==> config.mk <==
export PLATFORM = sky130hd
export DESIGN_NAME = mem_bus_arbiter
export DESIGN_NICKNAME = d
export VERILOG_FILES = /design/src/rtl/mem_bus_arbiter_pkg.sv /design/src/rtl/mem_bus_arbiter.sv
export SDC_FILE = /design/constraint.sdc
export NUM_CORES = 1
export LEC_CHECK = 0
export ABC_AREA = 0
export CAP_MARGIN = 20
export CORE_UTILIZATION = 40
export DETAILED_ROUTE_END_ITERATION = 7
export PLACE_DENSITY_LB_ADDON = 0.12
export SYNTH_ARGS = -nofsm -noshare
export SYNTH_HDL_FRONTEND = slang
export SYNTH_SLANG_ARGS = --single-unit
==> constraint.sdc <==
create_clock -name clk -period 2.15 [get_ports clk]
set_input_delay 0.215 -clock clk [delete_from_list [all_inputs] [get_ports clk]]
set_output_delay 0.215 -clock clk [all_outputs]
set_load 0.01 [all_outputs]
==> src/rtl/mem_bus_arbiter_pkg.sv <==
// Shared definitions for the IF/MEM memory bus arbiter: state encodings, grant
// identifiers and default bus widths.
package mem_bus_arbiter_pkg;

  localparam int unsigned AddrW = 32;
  localparam int unsigned DataW = 32;

  typedef enum logic [2:0] {
    StIdle  = 3'd0,
    StIAddr = 3'd1,
    StIData = 3'd2,
    StDAddr = 3'd3,
    StDData = 3'd4
  } state_e;

  localparam logic GrantInst = 1'b0;
  localparam logic GrantData = 1'b1;

endpackage

==> src/rtl/mem_bus_arbiter.sv <==
// Single-owner SRAM-style bus arbiter between instruction fetch and data access.
// One transaction at a time: grant in idle, address phase, data phase.
module mem_bus_arbiter
  import mem_bus_arbiter_pkg::*;
#(
  parameter int unsigned ADDR_W = AddrW,
  parameter int unsigned DATA_W = DataW
) (
  input  logic                  clk,
  input  logic                  rst_n,
  input  logic                  flush,
  input  logic                  inst_req,
  input  logic [ADDR_W-1:0]     inst_addr,
  output logic                  inst_ack,
  output logic                  inst_rvalid,
  output logic [DATA_W-1:0]     inst_rdata,
  input  logic                  data_req,
  input  logic                  data_we,
  input  logic [DATA_W/8-1:0]   data_wstrb,
  input  logic [ADDR_W-1:0]     data_addr,
  input  logic [DATA_W-1:0]     data_wdata,
  output logic                  data_ack,
  output logic                  data_done,
  output logic [DATA_W-1:0]     data_rdata,
  output logic                  bus_req,
  output logic                  bus_we,
  output logic [DATA_W/8-1:0]   bus_wstrb,
  output logic [ADDR_W-1:0]     bus_addr,
  output logic [DATA_W-1:0]     bus_wdata,
  input  logic                  bus_addr_ok,
  input  logic                  bus_data_ok,
  input  logic [DATA_W-1:0]     bus_rdata,
  output logic [1:0]            stall_o
);

  state_e                state_q;
  logic                  cancel_q;
  logic                  last_grant_q;
  logic                  lat_we_q;
  logic [DATA_W/8-1:0]   lat_wstrb_q;
  logic [ADDR_W-1:0]     lat_addr_q;
  logic [DATA_W-1:0]     lat_wdata_q;
  logic [DATA_W-1:0]     inst_rdata_q;
  logic [DATA_W-1:0]     data_rdata_q;
  logic                  inst_rvalid_q;
  logic                  data_done_q;

  logic idle;
  logic inst_ok;
  logic grant_data;
  logic grant_inst;
  logic inst_busy;
  logic data_busy;
  logic pulse;

  always_comb begin
    idle       = (state_q == StIdle);
    // A flush in idle only blocks fetch grants for that cycle.
    inst_ok    = inst_req & ~flush;
    grant_data = idle & data_req & (~inst_ok | (last_grant_q == GrantInst));
    grant_inst = idle & inst_ok & ~grant_data;
    inst_busy  = (state_q == StIAddr) | (state_q == StIData);
    data_busy  = (state_q == StDAddr) | (state_q == StDData);
    pulse      = inst_rvalid_q | data_done_q;
  end

  assign inst_ack    = grant_inst;
  assign data_ack    = grant_data;
  assign bus_req     = (state_q == StIAddr) | (state_q == StDAddr);
  assign bus_we      = lat_we_q;
  assign bus_wstrb   = lat_wstrb_q;
  assign bus_addr    = lat_addr_q;
  assign bus_wdata   = lat_wdata_q;
  assign inst_rvalid = inst_rvalid_q;
  assign inst_rdata  = inst_rdata_q;
  assign data_done   = data_done_q;
  assign data_rdata  = data_rdata_q;

  // A cancelled fetch no longer holds the front end; the pipeline may redirect.
  assign stall_o = pulse ? 2'b00 :
                   {(data_req & ~grant_data) | data_busy,
                    (inst_req & ~grant_inst) | (inst_busy & ~cancel_q)};

  always_ff @(posedge clk) begin
    if (!rst_n) begin
      state_q       <= StIdle;
      cancel_q      <= 1'b0;
      last_grant_q  <= GrantInst;
      lat_we_q      <= 1'b0;
      lat_wstrb_q   <= '0;
      lat_addr_q    <= '0;
      lat_wdata_q   <= '0;
      inst_rdata_q  <= '0;
      data_rdata_q  <= '0;
      inst_rvalid_q <= 1'b0;
      data_done_q   <= 1'b0;
    end else begin
      inst_rvalid_q <= 1'b0;
      data_done_q   <= 1'b0;
      case (state_q)
        StIdle: begin
          if (grant_data) begin
            state_q      <= StDAddr;
            last_grant_q <= GrantData;
            lat_we_q     <= data_we;
            lat_wstrb_q  <= data_wstrb;
            lat_addr_q   <= data_addr;
            lat_wdata_q  <= data_wdata;
          end else if (grant_inst) begin
            state_q      <= StIAddr;
            last_grant_q <= GrantInst;
            lat_we_q     <= 1'b0;
            lat_wstrb_q  <= '0;
            lat_addr_q   <= inst_addr;
            lat_wdata_q  <= '0;
          end
        end
        StIAddr: begin
          if (flush) cancel_q <= 1'b1;
          if (bus_addr_ok) state_q <= StIData;
        end
        StIData: begin
          if (bus_data_ok) begin
            inst_rdata_q  <= bus_rdata;
            inst_rvalid_q <= ~cancel_q & ~flush;
            cancel_q      <= 1'b0;
            state_q       <= StIdle;
          end else if (flush) begin
            cancel_q <= 1'b1;
          end
        end
        StDAddr: begin
          if (bus_addr_ok) state_q <= StDData;
        end
        StDData: begin
          if (bus_data_ok) begin
            data_rdata_q <= bus_rdata;
            data_done_q  <= 1'b1;
            state_q      <= StIdle;
          end
        end
        default: state_q <= StIdle;
      endcase
    end
  end

endmodule

==> results of run 1 <==
==> worst max-delay path, cell delays in order (launching register included) <==
cell and delay [ns]:
dfxtp_1 0.30, buf_4 0.16, xnor2_1 0.14, or3_1 0.33, a211oi_1 0.25, clkbuf_2 0.19
==> cells in the mapped netlist (3+ instances only) <==
| cell | n | share of area, % |
|---|---|---|
| a22oi_1 | 37 | 5.0 |
| a221oi_2 | 30 | 8.0 |
| nor2b_1 | 41 | 4.6 |
| buf_6 | 9 | 1.8 |
| dfxtp_1 | 140 | 50 |
| nand2_1 | 131 | 8.8 |
| nand2b_1 | 3 | 0.33 |
| nor2_1 | 39 | 2.6 |
| buf_2 | 12 | 1.1 |
| a21boi_0 | 64 | 8.6 |
| o21ai_0 | 37 | 3.3 |
| a21oi_1 | 6 | 0.54 |
| clkbuf_1 | 33 | 2.2 |
==> power groups by stage <==
| stage | logic (mW) | registers (mW) | clock network, mW |
|---|---|---|---|
| final | 1.63 | 2.90 | 2.94 |
| after detailed placement | 1.64 | 2.95 | 0 |
| after CTS | 1.64 | 2.91 | 2.99 |
| after global placement | 1.60 | 2.95 | 0 |
| after global routing | 1.76 | 2.93 | 3.11 |
| after floorplan | 0.674 | 3.03 | 0 |
==> worst max-delay path by stage <==
stage / start / end / depth (start not counted)
4_1_cts: state_q[2]$_SDFFE_PN0P_ / data_ack / 4
3_5_place_dp: flush / data_ack / 5
3_3_place_gp: flush / bus_addr[0]$_SDFFE_PN0P_ / 6
6_report: state_q[0]$_SDFFE_PN0P_ / stall_o[0] / 5
2_1_floorplan: state_q[1]$_SDFFE_PN0P_ / bus_addr[10]$_SDFFE_PN0P_ / 7
5_1_grt: state_q[1]$_SDFFE_PN0P_ / stall_o[1] / 5
==> flip-flops by register name, indices dropped and copies added, names as in the netlist <==
| signal | flops |
|---|---|
| bus_addr | 32 |
| cancel_q | 1 |
| inst_rdata | 32 |
| data_done | 1 |
| bus_wstrb | 4 |
| bus_wdata | 32 |
| inst_rvalid | 1 |
| data_rdata | 32 |
| last_grant_q | 1 |
| bus_we | 1 |
| state_q | 3 |
==> repair_timing <==
action,in CTS,in global routing
setup endpoints to repair,4,3
pin swaps,0,0
resized for setup,6,8
==> cell type report <==
type                            count  area [um2]
Inverter                            2        10.0
Fill cell                        1091        4220
Timing Repair Buffer              305        3070
Sequential cell                   140        2800
Tap cell                          176         220
Clock inverter                      6        82.6
Multi-Input combinational cell    411        2540
Clock buffer                       25         515
==> cell families (layout without fill, tap and decap cells) <==
family / Yosys count / after routing
and+or+nand+nor: 229 / 229
xor gates and xnor gates: 1 / 1
AOI/OAI and AO/OA: 181 / 181
buffers and inverters: 56 / 338
DFF: 140 / 140
==> per-layer routing <==
metal / GRT usage [%] / vias to the layer above / routed length (um) / part of all wire (%)
li1: - / 2633 / - / -
met1: 26.4 / 2520 / 6810 / 39
met2: 42.8 / 219 / 8870 / 50
met3: 8.92 / 38 / 1400 / 8.0
met4: 12.0 / 0 / 546 / 3.1
met5: 0 / - / 0 / 0
==> through the flow <==
| step | power (mW) | std cells | util [%] | setup TNS (ns) |
|---|---|---|---|---|
| floorplan | 3.70 | 607 | - | 0 |
| global placement | 4.55 | 1033 | 64.0 | -3.64 |
| detailed placement | 4.59 | 1034 | 64.2 | -1.92 |
| CTS | 7.54 | 1065 | 68.7 | 0 |
| global route | 7.79 | 1065 | 68.7 | 0 |
| finish | 7.48 | 1065 | 68.7 | 0 |
==> flow_summary.ini, run 1 <==
[outcome]
outcome = finished clean

[power]
ir_drop_mv = 0.529
p_switching_mw = 1.92
power_density_nw_per_um2 = 809
p_int_mw = 5.56
p_seq_share_pct = 38.8
clkPwrFrac_pct = 39.3
netSwitchingFraction_pct = 25.7
combPwrFrac_pct = 21.9
power_leakage_nw = 3.29

[layout]
layout-drive-gt1-share_pct = 10.9
fin_nets = 1017
diodes = 0
synthToLayoutAreaGrowth_pct = 64.8
final_area_um2 = 9240
final_cell_mix = 274 x clkdlybuf4s50_1, 140 x dfxtp_1, 131 x nand2_1
final_common_cell = clkdlybuf4s50_1

[clock_network]
post-cts-setup-buffer-count = 0
cts_root_buf = clkbuf_16
cts_tree = yes
cts_max_level = 4
cts_buffers = 17
clkTransAtPathRegs_ns = 0.06
holdBufCountCts = 0
clk_path_buf_depth = 2
clk-insertion-delay-late_ns = 0.41
clock-sinks = 140

[setup_path]
r2r_end = bus_addr[1]$_SDFFE_PN0P_
cp-start-kind = register
critical_path_required_ns = 1.93
end_kind = output port
rr_worst_depth = 5
cp.arrival_ns = 1.78
critPathMaxFanout = 11
r2r_start = state_q[2]$_SDFFE_PN0P_
regToRegSetupSlack_ns = 0.26
criticalPathCategory = register to output port

[grt]
antenna_found_initial = 0
grt_max_degree = 71
grtUsageTotal_pct = 24.6
grt_first_pass_wirelength_mm = 27.6
gr-total-overflow = 0
grt_pass1_vias = 5502

[sta]
setup_viol = 0
drv_slew = 0
tightest_slew_ns = 0.673
final_hold_viol_count = 0
timing.final.crit_share_pct = 92.8
layout_setup_ws_ns = 0.155
rsz0062_at_grt = false
period_needed_ns = 1.99
fin_skew_ns = 0.00687
fmax_mhz = 501
slew_headroom_pct = 55.0
hold_ws_ns = 0.332

[detailed_routing]
detail-route-antenna-nets = 0
viasPerCell = 5.08
num_vias = 5410
drt_iter0_drc = 243
routed_wl_mm = 17.6
wl_per_cell_um = 16.6
drc = 0
firstDrtPassIters = 5

[synthesis]
synth_edf_count = 0
synthCells = 607
yosys_most_used_dff = dfxtp_1
ys_seq_area_share_pct = 50.0
netlist_area_um2 = 5610
synth_top_family_by_area = compound AO/OA/AOI/OAI gates
yosysUniqueCellTypes = 31
syn_avg_cell_area_um2 = 9.24
synthesis.nets = 747
yosysWarnings = 0
synthSimpleGateAreaFrac_pct = 18.2
yosys.area_share.adder_pct = 0
synth.area.mux_share_pct = 0
synthArstFlopShare_pct = 0
ys_ff_latch = 140
synth_xor_area_share_pct = 0.156
synth_compound_area_share_pct = 26.4

[floorplan]
rows = 42
io_pins = 280
coreArea_um2 = 13500
die_w_um = 120
initial_core_util_pct = 41.7
fp.dieArea_um2 = 14500
die_h_um = 120

[job]
max_cap_violations = 0

[worst_hold_path]
min_to = cancel_q$_SDFFE_PN0N_
hold_class = input pin to register
hp-start = rst_n
hold_depth = 3

[place]
dp_slack_ns = -0.0944
gp_congestion = 0.803
place_area_um2 = 8640
hpwl_mm = 12.6
io_buffers = 279
No activity file was read; power rests on OpenSTA's default activity.
==> run 2: changes to the inputs <==
CAP_MARGIN = unset   (was 20)
HOLD_SLACK_MARGIN = 0.15   (was unset)
==> flow_summary.ini, run 2 (synthesized netlist as in run 1, its figures left out) <==
[grt]
grtUsageTotal_pct = 25.1
grt_max_degree = 71
grt_pass1_vias = 5646
antenna_found_initial = 0
gr-total-overflow = 0
grt_first_pass_wirelength_mm = 28.3

[setup_path]
critical_path_required_ns = 2.50
regToRegSetupSlack_ns = 0.11
cp-start-kind = register
rr_worst_depth = 5
critPathMaxFanout = 16
r2r_end = bus_addr[23]$_SDFFE_PN0P_
r2r_start = last_grant_q$_SDFFE_PN0P_
end_kind = register
cp.arrival_ns = 2.39
criticalPathCategory = register to register

[clock_network]
cts_root_buf = clkbuf_16
cts_buffers = 17
clkTransAtPathRegs_ns = 0.06
clk-insertion-delay-late_ns = 0.42
clk_path_buf_depth = 2
clock-sinks = 140
post-cts-setup-buffer-count = 0
holdBufCountCts = 0
cts_max_level = 4
cts_tree = yes

[sta]
fin_skew_ns = 0.00605
setup_viol = 0
drv_slew = 0
slew_headroom_pct = 17.1
timing.final.crit_share_pct = 94.9
rsz0062_at_grt = false
final_hold_viol_count = 0
hold_ws_ns = 0.338
fmax_mhz = 490
period_needed_ns = 2.04
layout_setup_ws_ns = 0.110
tightest_slew_ns = 1.24

[detailed_routing]
drt_iter0_drc = 283
met3_length_mm = 1.39
routed_wl_mm = 17.8
viasPerCell = 5.15
wl_met2_mm = 8.65
drc = 0
num_vias = 5493
detail-route-antenna-nets = 0
dr.max_layer_used = met4
wl_per_cell_um = 16.7
firstDrtPassIters = 7
met1_length_mm = 7.11

[power]
power_density_nw_per_um2 = 822
total_power_mw = 7.59
power_leakage_nw = 3.28
ir_drop_mv = 0.545

[place]
hpwl_mm = 12.6
place_area_um2 = 8620
dp_slack_ns = -0.266
io_buffers = 279
gp_congestion = 0.803

[layout]
synthToLayoutAreaGrowth_pct = 64.8
final_area_um2 = 9240
diodes = 0
final_core_util_pct = 68.7
final_cell_mix = 274 x clkdlybuf4s50_1, 140 x dfxtp_1, 131 x nand2_1
layout-drive-gt1-share_pct = 10.9
fin_nets = 1017
final_common_cell = clkdlybuf4s50_1

[worst_hold_path]
min_to = cancel_q$_SDFFE_PN0N_
hold_class = input pin to register
hp-start = rst_n
hold_depth = 3

[outcome]
outcome = finished clean

[floorplan]
coreArea_um2 = 13500
rows = 42
io_pins = 280
fp.dieArea_um2 = 14500
die_w_um = 120
initial_core_util_pct = 41.7
die_h_um = 120

[job]
max_cap_violations = 0
run 2: area by class of cell:
class                      instances  area (um2)
tap                              176         220
sequential                       140        2800
timing repair buffer             304        3040
clock inverter                    12         170
multi-input combinational        412        2540
clock buffer                      20         447
fill                            1061        4210
inverter                           2        10.0
run 2: critical path, cell delays in order (launching register included):
cell      delay, ns
dfxtp_1        0.33
and3b_1        0.21
buf_4          0.16
nor2_2         0.95
a221oi_2       0.18
nor2_1         0.14
run 2: where the power goes:
| part | internal (mW) | switching (mW) |
|---|---|---|
| clock network | 1.96 | 1.09 |
| logic | 0.872 | 0.758 |
| registers | 2.80 | 0.108 |
run 2: per-layer routing:
metal	vias up	track usage [%]
met5	-	0
met4	0	13.2
met3	48	9.20
met2	224	42.8
met1	2584	27.0
li1	2637	-
run 2: worst max path at each step:
stage	start	end	slack, ns	cells past startpoint
2_1_floorplan	state_q[1]$_SDFFE_PN0P_	bus_addr[10]$_SDFFE_PN0P_	0.43	7
3_3_place_gp	flush	bus_addr[0]$_SDFFE_PN0P_	-0.20	6
3_5_place_dp	flush	bus_addr[1]$_SDFFE_PN0P_	-0.27	6
4_1_cts	state_q[2]$_SDFFE_PN0P_	data_ack	0.0009	4
5_1_grt	last_grant_q$_SDFFE_PN0P_	bus_addr[28]$_SDFFE_PN0P_	0.006	5
6_report	last_grant_q$_SDFFE_PN0P_	bus_addr[23]$_SDFFE_PN0P_	0.11	5
run 2: metrics by stage:
stage          instances  setup TNS, ns
5_1_grt             1066              0
3_5_place_dp        1033          -6.72
2_1_floorplan        607              0
6_report            1066              0
3_3_place_gp        1033          -3.64
4_1_cts             1065              0
run 2: what timing repair did:
item                                    4_1_cts  5_1_grt
pin swaps                                     0        1
endpoints found under the setup margin        4        7
resized for setup                             8        5
cloned                                        0        1
==> run 3: changes to the inputs <==
SETUP_SLACK_MARGIN = 0.5   (was unset)
==> flow_summary.ini, run 3 (synthesized netlist as in run 1, its figures left out) <==
[sta]
tightest_slew_ns = 0.692
layout_setup_ws_ns = 0.220
drv_slew = 0
slew_headroom_pct = 53.7
hold_ws_ns = 0.377
period_needed_ns = 1.93
setup_viol = 0
final_hold_viol_count = 0
rsz0062_at_grt = true
timing.final.crit_share_pct = 89.8
fin_skew_ns = 0.00506
fin_setup_tns_ns = 0
fmax_mhz = 518

[clock_network]
cts_buffers = 17
cts_root_buf = clkbuf_16
clock-sinks = 140
cts_tree = yes
holdBufCountCts = 0
clk_path_buf_depth = 2
clkTransAtPathRegs_ns = 0.05
clk-insertion-delay-late_ns = 0.41
cts_max_level = 4

[layout]
final_cell_mix = 272 x clkdlybuf4s50_1, 137 x dfxtp_1, 130 x nand2_1
fin_nets = 1025
diodes = 0
final_common_cell = clkdlybuf4s50_1
layout-drive-gt1-share_pct = 13.5
final_core_util_pct = 69.7
fin_cells = 1072
final_area_um2 = 9380
nFillCells = 1058
synthToLayoutAreaGrowth_pct = 67.3

[grt]
grt_pass1_vias = 5683
grt_max_degree = 141
grt_first_pass_wirelength_mm = 28.6
antenna_found_initial = 0
gr-total-overflow = 0
grtUsageTotal_pct = 25.3

[detailed_routing]
drc = 0
firstDrtPassIters = 7
num_vias = 5523
drt_iter0_drc = 239
routed_wl_mm = 18.7
viasPerCell = 5.15
detail-route-antenna-nets = 0
wl_per_cell_um = 17.4

[place]
io_buffers = 279
place_area_um2 = 8550
place_inst = 1027
gp_congestion = 0.803
dp_slack_ns = -0.288
hpwl_mm = 12.0

[floorplan]
coreArea_um2 = 13500
fp.dieArea_um2 = 14500
rows = 42
io_pins = 280
die_w_um = 120
initial_core_util_pct = 41.7
die_h_um = 120

[power]
ir_drop_mv = 0.449
power_leakage_nw = 3.37
p_seq_share_pct = 39.5
p_int_mw = 5.41
combPwrFrac_pct = 23.9
p_switching_mw = 1.96
total_power_mw = 7.37
netSwitchingFraction_pct = 26.6
power_density_nw_per_um2 = 786
clkPwrFrac_pct = 36.7

[worst_hold_path]
hold_class = input pin to register
hp-start = rst_n
hold_depth = 3

[job]
max_cap_violations = 0

[setup_path]
criticalPathCategory = register to output port
rr_worst_depth = 5
r2r_start = state_q[2]$_SDFFE_PN0P_
crit_path_start = state_q[2]$_SDFFE_PN0P_
end_kind = output port
cp.arrival_ns = 1.71
critPathMaxFanout = 4
critical_path_required_ns = 1.93
cp-start-kind = register

[outcome]
outcome = finished clean
run 3: changes by cell type in the layout (fill, tap and decap cells not counted), moves of 3 or more:
cell / before / now
buf_6: 0 / 6
a21boi_0: 64 / 60
a21boi_1: 0 / 4
clkinvlp_4: 4 / 0
buf_2: 1 / 4
bufinv_16: 4 / 1
clkbuf_16: 17 / 20
dfxtp_1: 140 / 137
dfxtp_2: 0 / 3
run 3: cell type report:
class	count	area [um2]	area share, %
multi-input combinational	412	2610	27.8
inverter	2	10.0	0.107
timing repair buffer	312	3190	34.0
clock inverter	8	68.8	0.734
clock buffer	22	474	5.06
tap	176	220	2.35
sequential	140	2810	29.9
run 3: worst paths after layout:
check	end	slack, ns
worst max-delay path	data_ack	0.22
worst min-delay path	data_rdata[12]$_SDFFE_PN0P_	0.38
worst max register to register	bus_addr[0]$_SDFFE_PN0P_	0.25
worst min register to register	inst_rvalid$_SDFF_PN0_	0.45
run 3: power by group through the flow:
stage / combinational, mW / sequential (mW) / clock [mW]
floorplan: 0.674 / 3.03 / 0
detailed placement: 1.61 / 2.95 / 0
finish: 1.76 / 2.91 / 2.70
global placement: 1.58 / 2.95 / 0
CTS: 1.71 / 2.91 / 2.77
global route: 1.88 / 2.93 / 2.87
run 3: layer usage:
layer / part of all wire [%] / global-route usage (%) / vias to the layer above
li1: - / - / 2650
met1: 38 / 26.9 / 2588
met2: 50 / 44.0 / 241
met3: 8.5 / 8.92 / 44
met4: 3.6 / 13.3 / 0
met5: 0 / 0 / -
run 3: worst max-delay path: stages, from the launching register on:
cell	delay, ns
dfxtp_1	0.31
or3_4	0.42
or3_4	0.41
inv_4	0.06
buf_6	0.09
run 3: what timing repair did:
action	CTS	global route
hold endpoints to repair	0	0
endpoints found under the setup margin	76	107
cloned	2	3
pin swaps	9	2
setup buffers	8	2
resized for setup	48	14
